[config.mk]
export PLATFORM = sky130hd
export DESIGN_NAME = mc_ctrl_fsm_flat
export DESIGN_NICKNAME = d
export VERILOG_FILES = /design/src/rtl/ctrl_pkg.sv /design/src/rtl/mc_ctrl_fsm_if.sv /design/src/rtl/imm_src_deco.sv /design/src/rtl/mc_ctrl_fsm.sv /design/src/flat_wrapper.sv
export SDC_FILE = /design/constraint.sdc
export NUM_CORES = 1
export LEC_CHECK = 0
export ABC_AREA = 1
export CORE_UTILIZATION = 42
export CTS_BUF_LIST = sky130_fd_sc_hd__clkbuf_4 sky130_fd_sc_hd__clkbuf_8 sky130_fd_sc_hd__clkbuf_16
export CTS_CLUSTER_DIAMETER = 150
export DETAILED_ROUTE_END_ITERATION = 6
export PLACE_DENSITY = 0.84
export SLEW_MARGIN = 0
export SYNTH_ARGS = -nofsm -noshare
export SYNTH_HDL_FRONTEND = slang
export SYNTH_SLANG_ARGS = --single-unit
[constraint.sdc]
create_clock -name clk -period 2.1 [get_ports clk]
set_clock_uncertainty 0.15 [all_clocks]
set_input_delay 0.21 -clock clk [delete_from_list [all_inputs] [get_ports clk]]
set_output_delay 0.21 -clock clk [all_outputs]
set_load 0.02 [all_outputs]
[src/rtl/ctrl_pkg.sv]
// Shared types for the multicycle RV32I controller: state encoding, opcodes and datapath mux encodings.
package ctrl_pkg;

  typedef enum logic [3:0] {
    FETCH    = 4'd0,
    DECODE   = 4'd1,
    MEMADR   = 4'd2,
    MEMREAD  = 4'd3,
    MEMWB    = 4'd4,
    MEMWRITE = 4'd5,
    EXECR    = 4'd6,
    EXECI    = 4'd7,
    ALUWB    = 4'd8,
    BEQ      = 4'd9,
    JAL      = 4'd10,
    CSR      = 4'd11,
    TRAP     = 4'd12
  } state_t;

  localparam logic [6:0] OP_LW     = 7'd3;
  localparam logic [6:0] OP_SW     = 7'd35;
  localparam logic [6:0] OP_RTYPE  = 7'd51;
  localparam logic [6:0] OP_BTYPE  = 7'd99;
  localparam logic [6:0] OP_ITYPE  = 7'd19;
  localparam logic [6:0] OP_JAL    = 7'd111;
  localparam logic [6:0] OP_SYSTEM = 7'd115;

  localparam logic [1:0] RES_ALUOUT = 2'b00;
  localparam logic [1:0] RES_RDATA  = 2'b01;
  localparam logic [1:0] RES_ALURES = 2'b10;

  localparam logic [1:0] SRCA_PC    = 2'b00;
  localparam logic [1:0] SRCA_OLDPC = 2'b01;
  localparam logic [1:0] SRCA_RS1   = 2'b10;

  localparam logic [1:0] SRCB_RS2  = 2'b00;
  localparam logic [1:0] SRCB_IMM  = 2'b01;
  localparam logic [1:0] SRCB_FOUR = 2'b10;

  localparam logic [1:0] ALUOP_ADD    = 2'b00;
  localparam logic [1:0] ALUOP_BRANCH = 2'b01;
  localparam logic [1:0] ALUOP_FUNCT  = 2'b10;

  localparam logic [1:0] IMM_I = 2'b00;
  localparam logic [1:0] IMM_S = 2'b01;
  localparam logic [1:0] IMM_B = 2'b10;
  localparam logic [1:0] IMM_J = 2'b11;

  localparam logic [1:0] MOCSR_CSR = 2'b01;

endpackage

[src/rtl/mc_ctrl_fsm_if.sv]
// Controller <-> datapath bundle: opcode/flags in, mux selects and strobes out.
interface mc_ctrl_fsm_if;
  logic [6:0] op;
  logic       zero;
  logic       memReady;
  logic       memReq;
  logic       adrSrc;
  logic       memWrite;
  logic       irWrite;
  logic       pcWrite;
  logic [1:0] resSrc;
  logic [1:0] aluSrcA;
  logic [1:0] aluSrcB;
  logic [1:0] aluOp;
  logic [1:0] inmSrc;
  logic       regWrite;
  logic [1:0] mocsr;
  logic       retire;
  logic       illegal;

  modport master (
    input  op, zero, memReady,
    output memReq, adrSrc, memWrite, irWrite, pcWrite, resSrc, aluSrcA, aluSrcB,
           aluOp, inmSrc, regWrite, mocsr, retire, illegal
  );

  modport slave (
    output op, zero, memReady,
    input  memReq, adrSrc, memWrite, irWrite, pcWrite, resSrc, aluSrcA, aluSrcB,
           aluOp, inmSrc, regWrite, mocsr, retire, illegal
  );
endinterface

[src/rtl/imm_src_deco.sv]
// Immediate-format select decoded straight from the opcode; purely combinational, state independent.
module imm_src_deco
  import ctrl_pkg::*;
(
  input  logic [6:0] op,
  output logic [1:0] inmSrc
);

  always_comb begin
    inmSrc = IMM_I;
    case (op)
      OP_LW, OP_ITYPE, OP_SYSTEM: inmSrc = IMM_I;
      OP_SW:                      inmSrc = IMM_S;
      OP_BTYPE:                   inmSrc = IMM_B;
      OP_JAL:                     inmSrc = IMM_J;
      default:                    inmSrc = IMM_I;
    endcase
  end

endmodule

[src/rtl/mc_ctrl_fsm.sv]
// Multicycle sequencer: 3-5 cycles per instruction plus one per memReady=0 cycle in FETCH/MEMREAD/MEMWRITE.
// Memory waits hold state and all selects stable; reset masks every strobe in the same cycle.
module mc_ctrl_fsm
  import ctrl_pkg::*;
#(
  parameter bit CSR_EN = 1'b1
) (
  input  logic          clk,
  input  logic          rst_n,
  mc_ctrl_fsm_if.master bus
);

  state_t     state;
  state_t     stateNext;
  logic       memReqRaw;
  logic       adrSrc;
  logic       memWriteRaw;
  logic       irWriteRaw;
  logic       pcUpdate;
  logic       branch;
  logic [1:0] resSrc;
  logic [1:0] aluSrcA;
  logic [1:0] aluSrcB;
  logic [1:0] aluOp;
  logic       regWriteRaw;
  logic [1:0] mocsr;
  logic       retireRaw;
  logic       illegal;
  logic [1:0] inmSrc;

  imm_src_deco uImmSrc (
    .op     (bus.op),
    .inmSrc (inmSrc)
  );

  always_ff @(posedge clk) begin
    if (!rst_n) state <= FETCH;
    else        state <= stateNext;
  end

  always_comb begin
    stateNext   = state;
    memReqRaw   = 1'b0;
    adrSrc      = 1'b0;
    memWriteRaw = 1'b0;
    irWriteRaw  = 1'b0;
    pcUpdate    = 1'b0;
    branch      = 1'b0;
    resSrc      = RES_ALUOUT;
    aluSrcA     = SRCA_PC;
    aluSrcB     = SRCB_RS2;
    aluOp       = ALUOP_ADD;
    regWriteRaw = 1'b0;
    mocsr       = 2'b00;
    retireRaw   = 1'b0;
    illegal     = 1'b0;
    case (state)
      FETCH: begin
        memReqRaw  = 1'b1;
        aluSrcB    = SRCB_FOUR;
        resSrc     = RES_ALURES;
        irWriteRaw = bus.memReady;
        pcUpdate   = bus.memReady;
        if (bus.memReady) stateNext = DECODE;
      end
      DECODE: begin
        // Branch target computed here so BEQ can reuse ALUOut.
        aluSrcA = SRCA_OLDPC;
        aluSrcB = SRCB_IMM;
        case (bus.op)
          OP_LW, OP_SW: stateNext = MEMADR;
          OP_RTYPE:     stateNext = EXECR;
          OP_ITYPE:     stateNext = EXECI;
          OP_BTYPE:     stateNext = BEQ;
          OP_JAL:       stateNext = JAL;
          OP_SYSTEM:    stateNext = CSR_EN ? CSR : TRAP;
          default:      stateNext = TRAP;
        endcase
      end
      MEMADR: begin
        aluSrcA   = SRCA_RS1;
        aluSrcB   = SRCB_IMM;
        stateNext = (bus.op == OP_LW) ? MEMREAD : MEMWRITE;
      end
      MEMREAD: begin
        memReqRaw = 1'b1;
        adrSrc    = 1'b1;
        if (bus.memReady) stateNext = MEMWB;
      end
      MEMWB: begin
        resSrc      = RES_RDATA;
        regWriteRaw = 1'b1;
        retireRaw   = 1'b1;
        stateNext   = FETCH;
      end
      MEMWRITE: begin
        memReqRaw   = 1'b1;
        adrSrc      = 1'b1;
        memWriteRaw = 1'b1;
        retireRaw   = bus.memReady;
        if (bus.memReady) stateNext = FETCH;
      end
      EXECR: begin
        aluSrcA   = SRCA_RS1;
        aluSrcB   = SRCB_RS2;
        aluOp     = ALUOP_FUNCT;
        stateNext = ALUWB;
      end
      EXECI: begin
        aluSrcA   = SRCA_RS1;
        aluSrcB   = SRCB_IMM;
        aluOp     = ALUOP_FUNCT;
        stateNext = ALUWB;
      end
      ALUWB: begin
        resSrc      = RES_ALUOUT;
        regWriteRaw = 1'b1;
        retireRaw   = 1'b1;
        stateNext   = FETCH;
      end
      BEQ: begin
        aluSrcA   = SRCA_RS1;
        aluSrcB   = SRCB_RS2;
        aluOp     = ALUOP_BRANCH;
        branch    = 1'b1;
        retireRaw = 1'b1;
        stateNext = FETCH;
      end
      JAL: begin
        // Jump target already sits in ALUOut; ALU now forms oldPC+4 for rd.
        aluSrcA   = SRCA_OLDPC;
        aluSrcB   = SRCB_FOUR;
        pcUpdate  = 1'b1;
        stateNext = ALUWB;
      end
      CSR: begin
        regWriteRaw = 1'b1;
        resSrc      = RES_RDATA;
        mocsr       = MOCSR_CSR;
        retireRaw   = 1'b1;
        stateNext   = FETCH;
      end
      TRAP: begin
        illegal   = 1'b1;
        stateNext = TRAP;
      end
      default: stateNext = TRAP;
    endcase
  end

  // Strobes are gated by reset so an aborted instruction never writes.
  assign bus.memReq   = memReqRaw & rst_n;
  assign bus.memWrite = memWriteRaw & rst_n;
  assign bus.irWrite  = irWriteRaw & rst_n;
  assign bus.pcWrite  = (pcUpdate | (branch & bus.zero)) & rst_n;
  assign bus.regWrite = regWriteRaw & rst_n;
  assign bus.retire   = retireRaw & rst_n;
  assign bus.adrSrc   = adrSrc;
  assign bus.resSrc   = resSrc;
  assign bus.aluSrcA  = aluSrcA;
  assign bus.aluSrcB  = aluSrcB;
  assign bus.aluOp    = aluOp;
  assign bus.inmSrc   = inmSrc;
  assign bus.mocsr    = mocsr;
  assign bus.illegal  = illegal;

endmodule

[src/flat_wrapper.sv]
// flat-port wrapper written by rule: the top's interface ports become plain ports
module mc_ctrl_fsm_flat import ctrl_pkg::*;
#(
  parameter bit CSR_EN = 1'b1
)
  (clk, rst_n, bus_op, bus_zero, bus_memReady, bus_memReq, bus_adrSrc, bus_memWrite, bus_irWrite, bus_pcWrite, bus_resSrc, bus_aluSrcA, bus_aluSrcB, bus_aluOp, bus_inmSrc, bus_regWrite, bus_mocsr, bus_retire, bus_illegal);
  mc_ctrl_fsm_if bus_i ();
  input  logic clk;
  input  logic rst_n;
  input wire logic [$bits(bus_i.op)-1:0] bus_op;
  input wire logic [$bits(bus_i.zero)-1:0] bus_zero;
  input wire logic [$bits(bus_i.memReady)-1:0] bus_memReady;
  output wire logic [$bits(bus_i.memReq)-1:0] bus_memReq;
  output wire logic [$bits(bus_i.adrSrc)-1:0] bus_adrSrc;
  output wire logic [$bits(bus_i.memWrite)-1:0] bus_memWrite;
  output wire logic [$bits(bus_i.irWrite)-1:0] bus_irWrite;
  output wire logic [$bits(bus_i.pcWrite)-1:0] bus_pcWrite;
  output wire logic [$bits(bus_i.resSrc)-1:0] bus_resSrc;
  output wire logic [$bits(bus_i.aluSrcA)-1:0] bus_aluSrcA;
  output wire logic [$bits(bus_i.aluSrcB)-1:0] bus_aluSrcB;
  output wire logic [$bits(bus_i.aluOp)-1:0] bus_aluOp;
  output wire logic [$bits(bus_i.inmSrc)-1:0] bus_inmSrc;
  output wire logic [$bits(bus_i.regWrite)-1:0] bus_regWrite;
  output wire logic [$bits(bus_i.mocsr)-1:0] bus_mocsr;
  output wire logic [$bits(bus_i.retire)-1:0] bus_retire;
  output wire logic [$bits(bus_i.illegal)-1:0] bus_illegal;
  assign bus_i.op = bus_op;
  assign bus_i.zero = bus_zero;
  assign bus_i.memReady = bus_memReady;
  assign bus_memReq = bus_i.memReq;
  assign bus_adrSrc = bus_i.adrSrc;
  assign bus_memWrite = bus_i.memWrite;
  assign bus_irWrite = bus_i.irWrite;
  assign bus_pcWrite = bus_i.pcWrite;
  assign bus_resSrc = bus_i.resSrc;
  assign bus_aluSrcA = bus_i.aluSrcA;
  assign bus_aluSrcB = bus_i.aluSrcB;
  assign bus_aluOp = bus_i.aluOp;
  assign bus_inmSrc = bus_i.inmSrc;
  assign bus_regWrite = bus_i.regWrite;
  assign bus_mocsr = bus_i.mocsr;
  assign bus_retire = bus_i.retire;
  assign bus_illegal = bus_i.illegal;
  mc_ctrl_fsm #(.CSR_EN(CSR_EN)) u_core (.clk(clk), .rst_n(rst_n), .bus(bus_i));
endmodule
# --- Word level (Yosys, flattened, before mapping) ---
# Index checks and enable logic that the tools add are counted.
# Widths: inputs -> output; s select.
word_totals:
  regBits: 4
  input_bits: 11
  out_inout_bits: 20
  word_cells: 66
classes:
  n_eq_ne: 22
  mux: 21
  n_bitwise: 8
  reduce_logical: 14
ops:
  columns: ["operator", "count"]
  rows:
  - ["$pmux 4 s7", 1]
  - ["$pmux 4 s6", 1]
  - ["$eq 7x7->1 const B", 3]
  - ["$eq 4x4->1 const B", 5]
  - ["$eq 4x3->1 const B", 4]
  - ["$pmux 2 s2", 4]
  - ["$eq 7x6->1 const B", 2]
  - ["$mux 4", 3]
  - ["$reduce_or 2->1", 6]
  - ["$reduce_or 3->1", 4]
  - ["$eq 4x2->1 const B", 2]
  - ["$mux 1", 8]
  - ["$reduce_or 4->1", 2]
  - ["$and 1x1->1", 7]
  - ["$eq 7x2->1 const B", 1]
  - ["$eq 7x5->1 const B", 1]
  - ["$ne 2x2->1 const B", 3]
  - ["$pmux 2 s3", 1]
  - ["$eq 4x1->1 const B", 1]
  - ["$logic_not 4->1", 1]
  - ["$pmux 1 s2", 2]
  - ["$mux 3", 1]
  - ["$reduce_and 3->1", 1]
  - ["$or 1x1->1", 1]

# --- Logic depth before layout (Yosys ltp) ---
logic_depth:
  ltp_word: 5
  depth_mapped: 9

# --- Cells and area by module ---
# A second synthesis with hierarchy kept.
unflattened:
  cells_unflattened: 131
  area_unflattened_um2: 609.3
by_module_without_submodules:
  columns: ["module", "instances", "cells_per_inst", "area_each_um2", "seq_area_each_um2"]
  rows:
  - ["mc_ctrl_fsm", 1, 114, 540.5, 80.1]
  - ["imm_src_deco", 1, 17, 68.8, 0.0]

# --- Least setup slack after synthesis ---
# OpenSTA, ideal clock, no wires.
synth_path:
  kind: "register -> output"
  start: "register u_core.state[0]"
  end: "output port bus_retire"
  t_arrival_ns: 1.402
  required_ns: 1.740
  path_slack_ns: 0.338
  path_stages_with_launch: 7
  n_path_buf: 0
  path_cell_list: "dfxtp_1 inv_1 nor2_2 inv_1 nor2_2 inv_1 a31oi_1"
synth_between:
  elab_chain_cells: 4
  elab_cells_between_ends: 8
synth_lines:
  columns: ["element", "line", "text"]
  rows:
  - ["start: declaration", "mc_ctrl_fsm.sv:13", "state_t state;"]
  - ["start signal: assignment", "mc_ctrl_fsm.sv:38", "else state <= stateNext;"]
  - ["$eq 4x3->1 or $eq 4x4->1 (tied branches)", "mc_ctrl_fsm.sv:57", "case (state)"]
  - ["$reduce_or 4->1 (no source line)", null, null]
  - ["$pmux 1 s2 (*)", "mc_ctrl_fsm.sv:57", null]
  - ["$and 1x1->1 (*)", "mc_ctrl_fsm.sv:157", "assign bus.retire = retireRaw & rst_n;"]
  - ["end: declaration", "flat_wrapper.sv:25", "output wire logic [$bits(bus_i.retire)-1:0] bus_retire;"]
# Mark *: on every way between the ends. The rest lies on a longest branch, timed or not.

# --- Final worst setup path ---
layout_path:
  start: "register u_core.state[1]"
  end: "output port bus_mocsr[0]"
layout_between:
  elab_chain_cells: 2
layout_lines:
  columns: ["element", "line", "text"]
  rows:
  - ["$eq 4x4->1", "mc_ctrl_fsm.sv:57", null]
  - ["$mux 1", "mc_ctrl_fsm.sv:57", null]
  - ["end: declaration", "flat_wrapper.sv:24", "output wire logic [$bits(bus_i.mocsr)-1:0] bus_mocsr;"]
# Every way passes these cells.

==> metrics.txt <==
Crit. End Element primary output; worst-case clock buffer depth 2; Slowest-stage cell, CP clkdlybuf4s50_1; Final period util 0.963; status finished clean; Yosys cell types 21; worst skew pair latency 0.23 ns; Die H 40.2 um; peak ir drop on the vdd network 749 uV; fillers 116; vias per inst 4.89; drc violations 0; Fin Setup TNS 0 ns; Power Total 0.00110 W; final net count 167; Cells after Synth 115; Final Hold Viols 0; Synth Area per Inst 5.32 um^2; Total Routing Usage GR 0.228; CTS tree built; DRT iter0 DRCs 28; max_cap viols 0; diode count 0; Crit path depth 4; Routed Antenna Nets 0; post-synthesis net count 126; Biggest register u_core.state; post-synthesis cell area 612 um^2; Die X 40.2 um; IO Pins 31; first-pass GRT wire length 2480 um; Die Area 1610 um^2; worst r2r src u_core.state[1]; DR WL/cell 10.2 um; Syn-to-layout area delta 63.6%; Synth area leader nand2_1; critical path class flop to primary output; fmax 494 MHz; TritonRoute pass-1 iters 4; Initial Util 0.459; RSZ-0062 raised after global routing false; Seq cells post-synth 4; CTS Sinks 4; Clk Tree Root Cell clkbuf_4; Slew Limit Fails 0; Hold Path Class flop to flop; Final Core Density 0.750; Clk pin slew, worst setup/hold paths 0.04 ns; port buffer count 29; CP delay by family, top buffers and inverters; initial antenna violation count 0; worst path arrival time 1.66 ns; Placeable Area 1330 um^2; hold_sp u_core.state[2]; max FFs per register 4; YS warnings 0; Buf+Inv Stages, Crit Path 2; top-area cell type share of the netlist area 0.209; vias 826; Core Rows 13; CTS Buf Count 3; Final Setup Violations 0; grt ovf 0; H-tree Lvls 1; worst-path cell chain nand2_1 > buf_4 > nor2_1 > clkdlybuf4s50_1; commonest non-fill, non-tap cell in the layout nand2_1; post-synthesis sequential area ratio 0.131; cts hold-fix bufs 0; Final Hold Slack 0.452 ns; largest net degree at the start of global routing 8; hold depth 2; most frequent cells in the layout nand2_1, inv_1, clkdlybuf4s50_1; vias in the first global route 637; Worst path max stage delay 0.60 ns; Lkg Pwr 0.611 nW; CP Max Fanout 6; Critical path origin u_core.state[1]; layout cells sized above 1 0.188; gp weighted congestion 0.852; DP HPWL 1460 um; Period minus WS final 2.02 ns; R2R depth 8; Startpoint Class flop; P per Cell Area 1100 nW/um^2; biggest regs u_core.state (4); worst path required time 1.74 ns; Synth area leaders nand2_1, inv_1, dfxtp_1, nor2_1, nor2_2; WL final 1730 um
[synthesized netlist by cell type (all sizes together)]
master / instances
conb: 1
nand4: 4
o21ai: 5
nand2: 36
buf: 1
nand3: 10
inv: 24
o211ai: 1
and2: 1
or2: 1
dfxtp: 4
a31oi: 3
nor2: 19
a21oi: 4
o22ai: 1
[logic make-up (layout without fill, tap and decap cells)]
family | Yosys count | count (layout) | synth area share
AND/OR/NAND/NOR | 71 | 71 | 0.554
buffers and inverters | 25 | 64 | 0.160
AO/OA/AOI/OAI | 14 | 14 | 0.149
flip-flops | 4 | 4 | 0.131
other | 1 | 1 | 0.00613
[final timing paths]
| path | to | slack (ns) |
|---|---|---|
| setup reg to reg | u_core.state[3] | 0.62 |
| setup / recovery | bus_mocsr[0] | 0.08 |
| hold reg to reg | u_core.state[2] | 0.45 |
| hold / removal | u_core.state[2] | 0.45 |
[cell type report]
| type | count | area [um^2] | area share |
|---|---|---|---|
| Clock buffer | 3 | 22.5 | 0.0225 |
| Multi-Input combinational cell | 86 | 439 | 0.439 |
| Sequential cell | 4 | 82.6 | 0.0825 |
| Inverter | 24 | 90.1 | 0.0900 |
| Tap cell | 15 | 18.8 | 0.0188 |
| Timing Repair Buffer | 37 | 348 | 0.348 |
[power by group]
part | total [W] | internal (W) | switching [W]
registers | 0.000162 | 0.000109 | 0.0000526
logic | 0.000850 | 0.000354 | 0.000497
clock network | 0.0000898 | 0.0000636 | 0.0000263
total | 0.00110 | 0.000526 | 0.000576
[per-stage QoR]
stage	cell area, um^2	std cells	setup slack, ns
after CTS	990	169	0.0445
after floorplan	612	115	0.338
after detailed placement	973	166	0.0418
after global placement	973	166	0.0591
after global routing	1000	169	0.00884
final	1000	169	0.0776
[routing by layer]
metal | wire [um] | vias up | part of all wire | GRT usage
met5 | 0 | - | 0 | 0
met4 | 0 | 0 | 0 | 0.0776
met3 | 96 | 0 | 0.056 | 0.0333
met2 | 812 | 30 | 0.47 | 0.367
met1 | 820 | 357 | 0.47 | 0.305
li1 | - | 439 | - | -
[worst min-delay path: stages (launching register included)]
cell	delay [ns]
dfxtp_2	0.35
o21ai_1	0.17
a21oi_2	0.04
[timing repair]
action	in CTS	in global routing
setup buffers	0	0
setup endpoints to repair	10	5
resized for setup	12	5
Note: power is estimated with default switching activity, not from simulation.
